<file path="src/rtl/transaccion_pkg.sv">
// Shared types and defaults for the per-channel word counter.
package transaccion_pkg;

  typedef enum logic [0:0] {
    RUN  = 1'b0,
    PEND = 1'b1
  } estado_t;

  localparam int NUM_CH_DEF = 4;
  localparam int CNT_W_DEF  = 5;

  // Index width for n channels, never narrower than one bit.
  function automatic int idx_w(input int n);
    return (n > 1) ? $clog2(n) : 1;
  endfunction

endpackage

</file>
<file path="src/rtl/contador_palabras_param_if.sv">
// Pop/readout bundle between the transaction layer and the word counter.
interface contador_palabras_param_if
  import transaccion_pkg::*;
#(
  parameter int NUM_CH = NUM_CH_DEF,
  parameter int CNT_W  = CNT_W_DEF,
  parameter int IDX_W  = idx_w(NUM_CH)
) ();

  logic [NUM_CH-1:0] pop;
  logic [NUM_CH-1:0] fifo_empty;
  logic              idle;
  logic              clear;
  logic              req;
  logic [IDX_W-1:0]  idx;
  logic [CNT_W-1:0]  data;
  logic              valid;
  logic [IDX_W-1:0]  idx_out;
  logic              idx_err;
  logic [NUM_CH-1:0] overflow;

  modport master (
    output pop, fifo_empty, idle, clear, req, idx,
    input  data, valid, idx_out, idx_err, overflow
  );

  modport slave (
    input  pop, fifo_empty, idle, clear, req, idx,
    output data, valid, idx_out, idx_err, overflow
  );

endinterface

</file>
<file path="src/rtl/contador_canal.sv">
// One saturating word counter with a sticky overflow flag.
module contador_canal
  import transaccion_pkg::*;
#(
  parameter int CNT_W = CNT_W_DEF
) (
  input  logic             clk,
  input  logic             reset,
  input  logic             inc,
  input  logic             clr,
  input  logic             rd_clr,
  output logic [CNT_W-1:0] cnt,
  output logic             ovf
);

  localparam logic [CNT_W-1:0] CNT_MAX = {CNT_W{1'b1}};

  // Counter state: global clear beats read-clear, read-clear keeps a same-cycle pop.
  always_ff @(posedge clk or posedge reset) begin
    if (reset) begin
      cnt <= {CNT_W{1'b0}};
      ovf <= 1'b0;
    end else if (clr) begin
      cnt <= {CNT_W{1'b0}};
      ovf <= 1'b0;
    end else if (rd_clr) begin
      cnt <= inc ? CNT_W'(1) : {CNT_W{1'b0}};
      ovf <= 1'b0;
    end else if (inc) begin
      if (cnt == CNT_MAX) begin
        ovf <= 1'b1;
      end else begin
        cnt <= cnt + CNT_W'(1);
      end
    end
  end

endmodule

</file>
<file path="src/rtl/contador_palabras_param.sv">
// Per-channel popped-word counters with a req/idx readout that waits for idle.
module contador_palabras_param
  import transaccion_pkg::*;
#(
  parameter int NUM_CH        = NUM_CH_DEF,
  parameter int CNT_W         = CNT_W_DEF,
  parameter int IDX_W         = idx_w(NUM_CH),
  parameter int CLEAR_ON_READ = 0
) (
  input logic                   clk,
  input logic                   reset,
  contador_palabras_param_if.slave bus
);

  estado_t           state_r, state_s;
  logic [IDX_W-1:0]  pend_idx_r, pend_idx_s, svc_idx_s;
  logic              svc_s, idx_err_s;
  logic [CNT_W-1:0]  rd_data_s;
  logic [CNT_W-1:0]  cnt_s [NUM_CH];
  logic [NUM_CH-1:0] inc_s, rd_clr_s, ovf_s;

  assign inc_s        = bus.pop & ~bus.fifo_empty;
  assign bus.overflow = ovf_s;

  for (genvar g = 0; g < NUM_CH; g++) begin : g_canal
    contador_canal #(.CNT_W(CNT_W)) u_canal (
      .clk    (clk),
      .reset  (reset),
      .inc    (inc_s[g]),
      .clr    (bus.clear),
      .rd_clr (rd_clr_s[g]),
      .cnt    (cnt_s[g]),
      .ovf    (ovf_s[g])
    );
  end

  // Readout FSM register and pending channel.
  always_ff @(posedge clk or posedge reset) begin
    if (reset) begin
      state_r    <= RUN;
      pend_idx_r <= {IDX_W{1'b0}};
    end else begin
      state_r    <= state_s;
      pend_idx_r <= pend_idx_s;
    end
  end

  // Next state and service decision; in PEND the newest request replaces the latched one.
  always_comb begin
    state_s    = state_r;
    pend_idx_s = pend_idx_r;
    svc_s      = 1'b0;
    svc_idx_s  = bus.idx;
    case (state_r)
      RUN: begin
        if (bus.req) begin
          if (bus.idle) begin
            svc_s = 1'b1;
          end else begin
            state_s    = PEND;
            pend_idx_s = bus.idx;
          end
        end else begin
          state_s = RUN;
        end
      end
      PEND: begin
        if (bus.idle) begin
          svc_s     = 1'b1;
          svc_idx_s = pend_idx_r;
          state_s   = bus.req ? PEND : RUN;
        end else begin
          state_s = PEND;
        end
        pend_idx_s = bus.req ? bus.idx : pend_idx_r;
      end
      default: begin
        state_s = RUN;
      end
    endcase
  end

  // Channel mux and read-clear strobes; out-of-range indices select nothing.
  always_comb begin
    rd_data_s = {CNT_W{1'b0}};
    rd_clr_s  = {NUM_CH{1'b0}};
    idx_err_s = (32'(svc_idx_s) >= NUM_CH);
    for (int i = 0; i < NUM_CH; i++) begin
      rd_data_s   = (svc_idx_s == IDX_W'(i)) ? cnt_s[i] : rd_data_s;
      rd_clr_s[i] = svc_s && (CLEAR_ON_READ != 0) && (svc_idx_s == IDX_W'(i));
    end
  end

  // Registered response; data/idx_out/idx_err hold between services.
  always_ff @(posedge clk or posedge reset) begin
    if (reset) begin
      bus.valid   <= 1'b0;
      bus.data    <= {CNT_W{1'b0}};
      bus.idx_out <= {IDX_W{1'b0}};
      bus.idx_err <= 1'b0;
    end else begin
      bus.valid <= svc_s;
      if (svc_s) begin
        bus.data    <= idx_err_s ? {CNT_W{1'b0}} : rd_data_s;
        bus.idx_out <= svc_idx_s;
        bus.idx_err <= idx_err_s;
      end
    end
  end

endmodule

</file>
<file path="src/flat_wrapper.sv">
// flat-port wrapper written by rule: the top's interface ports become plain ports
module contador_palabras_param_flat import transaccion_pkg::*;
#(
  parameter int NUM_CH        = NUM_CH_DEF,
  parameter int CNT_W         = CNT_W_DEF,
  parameter int IDX_W         = idx_w(NUM_CH),
  parameter int CLEAR_ON_READ = 0
)
  (clk, reset, bus_pop, bus_fifo_empty, bus_idle, bus_clear, bus_req, bus_idx, bus_data, bus_valid, bus_idx_out, bus_idx_err, bus_overflow);
  contador_palabras_param_if #(.NUM_CH(NUM_CH), .CNT_W(CNT_W), .IDX_W(IDX_W)) bus_i ();
  input logic clk;
  input logic reset;
  input wire logic [$bits(bus_i.pop)-1:0] bus_pop;
  input wire logic [$bits(bus_i.fifo_empty)-1:0] bus_fifo_empty;
  input wire logic [$bits(bus_i.idle)-1:0] bus_idle;
  input wire logic [$bits(bus_i.clear)-1:0] bus_clear;
  input wire logic [$bits(bus_i.req)-1:0] bus_req;
  input wire logic [$bits(bus_i.idx)-1:0] bus_idx;
  output wire logic [$bits(bus_i.data)-1:0] bus_data;
  output wire logic [$bits(bus_i.valid)-1:0] bus_valid;
  output wire logic [$bits(bus_i.idx_out)-1:0] bus_idx_out;
  output wire logic [$bits(bus_i.idx_err)-1:0] bus_idx_err;
  output wire logic [$bits(bus_i.overflow)-1:0] bus_overflow;
  assign bus_i.pop = bus_pop;
  assign bus_i.fifo_empty = bus_fifo_empty;
  assign bus_i.idle = bus_idle;
  assign bus_i.clear = bus_clear;
  assign bus_i.req = bus_req;
  assign bus_i.idx = bus_idx;
  assign bus_data = bus_i.data;
  assign bus_valid = bus_i.valid;
  assign bus_idx_out = bus_i.idx_out;
  assign bus_idx_err = bus_i.idx_err;
  assign bus_overflow = bus_i.overflow;
  contador_palabras_param #(.NUM_CH(NUM_CH), .CNT_W(CNT_W), .IDX_W(IDX_W), .CLEAR_ON_READ(CLEAR_ON_READ)) u_core (.clk(clk), .reset(reset), .bus(bus_i));
endmodule
</file>
<file path="config.mk">
export PLATFORM = sky130hd
export DESIGN_NAME = contador_palabras_param_flat
export DESIGN_NICKNAME = d
export VERILOG_FILES = /design/src/rtl/transaccion_pkg.sv /design/src/rtl/contador_palabras_param_if.sv /design/src/rtl/contador_canal.sv /design/src/rtl/contador_palabras_param.sv /design/src/flat_wrapper.sv
export SDC_FILE = /design/constraint.sdc
export NUM_CORES = 1
export LEC_CHECK = 0
export CORE_ASPECT_RATIO = 0.8
export CORE_UTILIZATION = 25
export DETAILED_ROUTE_END_ITERATION = 6
export PLACE_DENSITY = 0.49
export SLEW_MARGIN = 0
export SYNTH_ARGS = -nofsm -noshare
export SYNTH_HDL_FRONTEND = slang
export SYNTH_SLANG_ARGS = --single-unit
</file>
<file path="constraint.sdc">
create_clock -name clk -period 3.3 [get_ports clk]
set_input_delay 0.33 -clock clk [delete_from_list [all_inputs] [get_ports clk]]
set_output_delay 0.33 -clock clk [all_outputs]
set_load 0.05 [all_outputs]
</file>
**Word level (Yosys, flattened, before mapping)**

Index checks and enable logic that the tools add are counted.

- Flip-flop bits (word level): 35
- Bits in latches: 0
- RAM bits: 0
- ROM bits: 0
- Input port bits: 15
- Output and inout port bits: 13
- Word-level logic and storage cells: 92
- Memories kept: 0

- Add/sub/neg operators: 4
- $mul: 0
- Divide/modulo/power cells: 0
- $lt $le $gt $ge: 0
- Equality and inequality tests: 13
- Shifts and indexed selects: 0
- Muxes and demuxes: 41
- Bitwise operators: 3
- Reductions and logical operators: 18

Operators with widths:

| kind | count |
|---|---|
| $mux W5 | 16 |
| $add A5 B1 Y5 const B | 4 |
| $eq A5 B5 Y1 const B | 4 |
| $mux W1 | 18 |
| $reduce_and A2 Y1 | 9 |
| $reduce_bool A2 Y1 | 8 |
| $ne A2 B2 Y1 const B | 6 |
| $mux W2 | 4 |
| $and A4 B4 Y4 | 1 |
| $eq A2 B2 Y1 const B | 2 |
| $not A4 Y4 | 1 |
| $pmux W1 S2 | 2 |
| $pmux W2 S2 | 1 |
| $eq A2 B1 Y1 const B | 1 |
| $logic_not A2 Y1 | 1 |
| $not A1 Y1 | 1 |

**Longest topological paths before layout**

Gate-level depths: netlist of the first run.

- Depth in word-level cells: 7
- Gate-level depth with buffers: 7
- Depth with buffers taken out: 7

**Hierarchy**

From an unflattened synthesis of the first run, not the netlist that was laid out.

- Cells, all modules: 188
- Area, all modules: 1878.1 um^2

Modules (own cells, without submodules):

| module | instances | cells an instance | area an instance (um^2) | seq. area each (um^2) |
|---|---|---|---|---|
| contador_canal | 4 | 29 | 304.0 | 150.1 |
| contador_palabras_param | 1 | 72 | 661.9 | 275.3 |

**Worst setup path before layout of the first run**

No wires, ideal clock.

- Path type: register to register
- Start point: reg u_core.g_canal[3].u_canal.cnt[0]
- End point: reg u_core.g_canal[3].u_canal.cnt[3]
- Library setup time: 0.132 ns
- Arrival time: 1.645 ns
- Data required time: 3.168 ns
- Path slack: 1.523 ns
- Cell stages (with the launch flop): 8
- Path buffers: 0
- Clock period less this slack: 1.777 ns
- Cells stage by stage: dfrtp_1 > ha_1 > and3_1 > ha_1 > nor3b_2 > nand4_1 > xor2_1 > nor2_1

- Longest elaborated chain between the ends: 4
- Elaborated cells between the ends (all ways): 7
- Those cells by class: 1 x add/sub; 2 x eq/ne; 3 x mux; 1 x reduce/logical

RTL lines:

| item | line | RTL |
|---|---|---|
| from (decl) | contador_canal.sv:12 | `output logic [CNT_W-1:0] cnt,` |
| from (signal assigned) | contador_canal.sv:21 | `cnt <= {CNT_W{1'b0}};` |
| from (signal assigned) | contador_canal.sv:24 | `cnt <= {CNT_W{1'b0}};` |
| from (signal assigned) | contador_canal.sv:27 | `cnt <= inc ? CNT_W'(1) : {CNT_W{1'b0}};` |
| $add A5 B1 Y5 | contador_canal.sv:33 | `cnt <= cnt + CNT_W'(1);` |
| $mux W5 | contador_canal.sv:30 | `if (cnt == CNT_MAX) begin` |
| $mux W5 | contador_canal.sv:29 | `end else if (inc) begin` |
| $mux W5 | contador_canal.sv:23 | `end else if (clr) begin` |

Parallel ways exist; a longest one is shown, timed or not. The select of a mux whose other input is x is not followed.
A chain may end at the register's enable or synchronous reset.

**Final worst setup path of the first run**

- Start point: reg u_core.g_canal[1].u_canal.cnt[0]
- End point: reg u_core.g_canal[1].u_canal.cnt[3]

- Longest elaborated chain between the ends: 4
- Elaborated cells between the ends (all ways): 7
- Those cells by class: 1 x add/sub; 2 x eq/ne; 3 x mux; 1 x reduce/logical

RTL lines:

| item | line |
|---|---|
| from (decl) | contador_canal.sv:12 |
| from (signal assigned) | contador_canal.sv:21 |
| from (signal assigned) | contador_canal.sv:24 |
| from (signal assigned) | contador_canal.sv:27 |
| $add A5 B1 Y5 | contador_canal.sv:33 |
| $mux W5 | contador_canal.sv:30 |
| $mux W5 | contador_canal.sv:29 |
| $mux W5 | contador_canal.sv:23 |

Parallel ways exist; a longest one is shown, timed or not. The select of a mux whose other input is x is not followed.

==> impl_results.md, run 1 <==
* Outcome: finished clean
* Detailed-placement wirelength estimate at 2648 um
* Mapped cell area at 1804 sq um
* Worst vdd ir at 0.1528 mV
* H-tree levels at 2
* R2r startpoint: u_core.g_canal[1].u_canal.cnt[0]
* WP data arrival at 2.09 ns
* Antenna violations before repair at 0
* Endpoint type of the worst setup path: register
* Reg clk slew, reported paths at 0.07 ns
* DRC at 0
* Clk_lat worst skew at 0.28 ns
* Power Dens Cells at 459.8 nW/um^2
* Core region area at 6925 sq um
* Ratio of cells with drive above 1 in the final layout at 7.071%
* Register area at 875.8 sq um
* Period utilization at 59.42%
* Synth area leader: dfrtp_1
* Setup-violating endpoint count in the final report at 0
* Pin count of the biggest net entering global routing at 36
* Die H at 77.99 um
* Initial Utilization at 26.05%
* Number of flops mapped to enable cells by yosys at 0
* Clock skew at 0.004346 ns
* Main combinational cell family by area after synthesis: simple AND/OR/NAND/NOR gates
* Via Count at 1271
* Critical path origin: u_core.g_canal[1].u_canal.cnt[0]
* Seq/Total Area, Yosys at 48.54%
* Syn Inst Count at 174
* Static Leak at 0.9971 nW
* Crit Path Class: reg -> reg
* Fmax at 509.9 MHz
* Initial DRT Pass Iterations at 4
* Primary FF master, synth: dfrtp_1
* Port Buffers at 26
* Non-filler cells, final at 285
* Worst-margin pin slew at 0.9117 ns
* # IOs at 28
* Rel. slew slack at 39.03%
* Power, Total at 1.011 mW
* Fillers at 712
* Slew Limit Fails at 0
* Gr usage total at 10.36%
* Mean Syn Cell Area at 10.37 sq um
* Simple-gate portion of the synthesized area at 19.00%
* CTS tree: built
* Row Count at 27
* Overall die area at 7563 sq um
* Post-synthesis mux area share at 9.085%
* Synth area leaders: dfrtp_1 (49%), mux2i_1 (7.2%), nor2_1 (7.1%)
* Via/cell ratio at 4.460
* First-pass GRT wire length at 6113 um
* Xor and xnor area share after synthesis at 5.825%
* ANT nets after route at 0
* Synthesized flop and latch total at 35
* Die width at 96.98 um
* Period minus WS final at 1.961 ns
* RSZ-0062 raised after global routing: no
* Grt ovf at 0
* Syn-to-layout area delta at 21.84%
* Crit-path leading delay family: simple AND/OR/NAND/NOR gates
* Multi-input gate area at 843.3 sq um
* Routed wire length at 3647 um
* Yosys cell types at 29
* Post-synth top cells: dfrtp_1 (35), nor2_1 (34), mux2i_1 (13), nor3_1 (10)
* Crit path required time at 3.43 ns
* Hold WC Path Type: in -> async
* Post-Route Utilization at 31.74%
* Post-cts sizing count at 0
* CP max stage delay at 0.42 ns
* Clock Root Buffer: clkbuf_8
* CTS Hold Bufs at 0
* Clock Tree Buf Depth at 2
* CP startpoint kind: register
* Top-area cell type share of the netlist area at 48.54%
* Clock sinks at 35
* CP Max Fanout at 5
* Placer Congestion at 0.7169
* Crit-path cells: ha_1 -> and3_1 -> ha_1 -> nor3b_2 -> nand4_1 -> xor2_1 -> nor2_1
* CTS Buf Count at 5
* Endpoints failing hold at 0
* Number of DRC markers in iteration 0 at 70
* Post-Synth Adder-Cell Area at 5.548%
* Setup TNS at 0 ns
* Buf/Inv on CP at 0
* Setup repair bufs after CTS at 0
* Synth Warn # at 0
* Cell repeated most along the worst path: ha_1
* WHS at 0.4512 ns
* Vias in the first global route at 1243
* Antenna Cells at 0
* Inst Count DP at 279
* Synth Area in Compound Gates at 7.074%
* Max_cap viols at 0
* WL/cell at 12.80 um
* Slowest-stage cell, CP: dfrtp_1
* Net count after synthesis at 197
* Most frequent cell after synthesis: dfrtp_1
* NumNets Final at 222
* Async S/R FF share, synth at 100.0%
-- through the flow --
stage | cell area (sq um) | worst slack [ns]
final | 2198 | 1.339
after global routing | 2198 | 1.128
after CTS | 2198 | 1.312
after detailed placement | 2126 | 1.154
after global placement | 2126 | 1.201
after floorplan | 1804 | 1.523
-- sequential cells by signal, indices dropped and copies added, names as in the netlist --
| signal | cells |
|---|---|
| u_core.bus.valid | 1 |
| u_core.pend_idx_r | 2 |
| u_core.state_r | 1 |
| u_core.bus.idx_out | 2 |
| u_core.bus.data | 5 |
| u_core.g_canal.u_canal.ovf | 4 |
| u_core.g_canal.u_canal.cnt | 20 |
-- worst reg2reg max path, cell delays in order (launching register included) --
cell     delay, ns
dfrtp_1       0.42
ha_1          0.23
and3_1        0.19
ha_1          0.21
nor3b_2       0.38
nand4_1       0.18
xor2_1        0.15
nor2_1        0.05
-- layer usage --
metal	routed length, um	GRT usage, %	vias to the layer above
met5	0	0	-
met4	15	3.134	0
met1	2012	15.30	603
met3	142	3.243	2
li1	-	-	648
met2	1477	14.15	18
-- cell type report --
class                           count  area share (%)
Clock buffer                        6           3.301
Timing Repair Buffer               27           12.18
Tap cell                           87           4.952
Sequential cell                    35           39.84
Multi-Input combinational cell    122           38.36
Inverter                            8           1.366
-- power breakdown --
group,switching [mW],internal (mW)
Clock,0.141,0.141
Sequential,0.0311,0.460
Combinational,0.146,0.0915
-- kinds of logic (layout without fill, tap and decap cells) --
group	after synthesis	after routing
flops	35	35
other cells	1	1
buf+inv	17	41
mux	15	15
simple gates	68	68
fa+ha+maj	8	8
xor+xnor	12	12
compound gates	18	18
-- cells in the final DEF, fill, tap and decap left out, drive strengths merged --
cell type	netlist	final
nor3b	5	5
o21ai	5	5
ha	8	8
nor2b	1	1
clkdlybuf4s50	0	26
buf	7	1
mux2i	14	14
and4b	1	1
dfrtp	35	35
xnor2	4	4
conb	1	1
nand2	8	8
nand4	4	4
and3	4	4
inv	8	8
and4	1	1
nor3	10	10
a2111oi	5	5
clkbuf	2	6
mux2	1	1
a31oi	6	6
a21oi	2	2
nor2	34	34
xor2	8	8
-- final timing paths --
| kind | end | slack [ns] | cells after the start |
|---|---|---|---|
| worst min-delay path | u_core.g_canal[1].u_canal.ovf | 0.45 | 3 |
| worst min register to register | u_core.g_canal[2].u_canal.ovf | 0.50 | 2 |
| worst max-delay path | u_core.g_canal[1].u_canal.cnt[3] | 1.34 | 7 |
| worst max register to register | u_core.g_canal[1].u_canal.cnt[3] | 1.34 | 7 |
| min in group clk | u_core.g_canal[2].u_canal.ovf | 0.50 | 2 |
| max in group asynchronous | u_core.g_canal[0].u_canal.cnt[3] | 2.52 | 3 |
(Power assumes the default switching activity.)
==> run 2: changes to the inputs <==
PLACE_DENSITY = 0.51   (was 0.49)
clock period = 1.8 ns   (was 3.3 ns; I/O delays follow)
==> impl_results.md, run 2 (synthesis results as in run 1) <==
* FF-to-FF End: u_core.g_canal[1].u_canal.cnt[3]
* Vias in the first global route at 1326
* Power Dens Cells at 835.4 nW/um^2
* Dpl ws at -0.03582 ns
* NumNets Final at 247
* Reg power frac at 43.7%
* Max_cap viols at 0
* CTS tree: built
* Biggest regs: u_core.g_canal.u_canal.cnt (20), u_core.bus.data (5), u_core.g_canal.u_canal.ovf (4)
* Clk_lat worst skew at 0.29 ns
* Die width at 96.98 um
* First-pass GRT wire length at 6686 um
* Clock skew at 0.003124 ns
* FF-to-FF setup slack at 0.10 ns
* RSZ-0062 raised after global routing: no
* Register area at 877.1 sq um
* Fillers at 710
* Via/cell ratio at 4.423
* Endpoint type of the worst setup path: register
* Initial DRT Pass Iterations at 4
* WL/cell at 12.84 um
* CP Max Fanout at 5
* Static Leak at 1.113 nW
* WHS at 0.2944 ns
* Reg clk slew, reported paths at 0.07 ns
* R2r startpoint: u_core.g_canal[1].u_canal.cnt[1]
* Worst Reg2Reg Path Length in Cells at 8
* Setup ws final at 0.1015 ns
* H-tree levels at 2
* Fmax at 588.7 MHz
* Overall die area at 7563 sq um
* Switching power at 0.6348 mW
* Setup TNS at 0 ns
* ANT nets after route at 0
* Clock Root Buffer: clkbuf_8
* Most frequent cells in the layout: nor2_1 (34), dfrtp_1 (34), clkdlybuf4s50_1 (26), buf_4 (26), mux2i_1 (13)
* Worst-margin pin slew at 0.5136 ns
* Clk network pwr share at 31.8%
* Max reg flops at 20
* CP startpoint kind: register
* Clock Tree Buf Depth at 2
* CTS Buf Count at 5
* Power, Total at 2.036 mW
* Antenna violations before repair at 0
* WP data arrival at 1.87 ns
* Period utilization at 94.36%
* Antenna Cells at 0
* Placed inst area at 2261 sq um
* Rel. slew slack at 65.65%
* # IOs at 28
* Non-filler cells, final at 312
* Placer Congestion at 0.8009
* Net Sw Frac at 31.17%
* Slew Limit Fails at 0
* Crit path required time at 1.97 ns
* Routed wire length at 4006 um
* Period minus WS final at 1.699 ns
* DRC at 0
* Core region area at 6925 sq um
* Inst Count DP at 297
* Syn-to-layout area delta at 35.09%
* Int Pwr at 1.401 mW
* Gr usage total at 11.28%
* Pin count of the biggest net entering global routing at 36
* Worst vdd ir at 0.2737 mV
* Initial Utilization at 26.05%
* Multi-input gate area at 865.8 sq um
* Ratio of cells with drive above 1 in the final layout at 22.22%
* Via Count at 1380
* Setup-violating endpoint count in the final report at 0
* Detailed-placement wirelength estimate at 2871 um
* Combinational share of power at 24.4%
* Number of DRC markers in iteration 0 at 74
* Clock sinks at 35
* Outcome: finished clean
* Post-Route Utilization at 35.19%
* Endpoints failing hold at 0
* Grt ovf at 0
* Crit Path Class: reg -> reg
* Reg with most FFs: u_core.g_canal.u_canal.cnt
* Hold WC Path Type: in -> async
* Die H at 77.99 um
* Post-route design area at 2437 sq um
* Row Count at 27
* Port Buffers at 26
==> run 2: changes by cell type in the layout (fill, tap and decap cells not counted), sizes merged <==
| cell | previous run | this run |
|---|---|---|
| clkbuf | 6 | 8 |
| buf | 1 | 26 |
==> run 2: how the worst max path moves through the flow <==
stage	from	endpoint	depth (start not counted)	slack, ns
finish	u_core.g_canal[1].u_canal.cnt[1]	u_core.g_canal[1].u_canal.cnt[3]	8	0.10
global route	u_core.state_r	u_core.bus.data[2]	4	0.002
global placement	bus_idle	u_core.bus.data[0]	5	0.007
floorplan	u_core.g_canal[3].u_canal.cnt[0]	u_core.g_canal[3].u_canal.cnt[3]	7	0.02
CTS	u_core.g_canal[1].u_canal.cnt[0]	u_core.g_canal[1].u_canal.cnt[3]	8	0.03
detailed placement	bus_idle	u_core.bus.data[4]	5	-0.04
==> run 2: cell type report <==
class	count	share of cell area (%)
inverters	8	1.232
clock buffers	8	4.107
well taps	87	4.466
multi-input cells	122	35.52
flip-flops and latches	35	35.99
repair buffers	52	18.69
==> run 2: power groups by stage <==
stage	Clock [mW]	Combinational (mW)	Sequential, mW
after floorplan	0	0.168	1.03
after global placement	0	0.490	0.906
after detailed placement	0	0.492	0.907
after CTS	0.662	0.494	0.891
after global routing	0.704	0.538	0.899
final	0.648	0.498	0.891
==> run 2: worst max-delay path, stage by stage, from the launching register on <==
cell and delay (ns):
dfrtp_1 0.39, ha_2 0.20, and3_4 0.17, ha_2 0.18, nor3b_2 0.17, buf_4 0.17
nand4_1 0.09, xor2_1 0.16, nor2_1 0.05
==> run 2: repair_timing <==
action / 4_1_cts / 5_1_grt
resized for setup: 0 / 9
hold buffers: 0 / 0
setup endpoints to repair: 0 / 11
buffers inserted: 0 / 7
hold endpoints to repair: 0 / 0
==> run 2: routing by layer <==
layer | track usage, % | share of wire, % | up-vias
met4 | 4.030 | 1.4 | 0
li1 | - | - | 698
met1 | 16.32 | 54 | 653
met2 | 15.56 | 41 | 21
met5 | 0 | 0 | -
met3 | 3.514 | 4.0 | 8
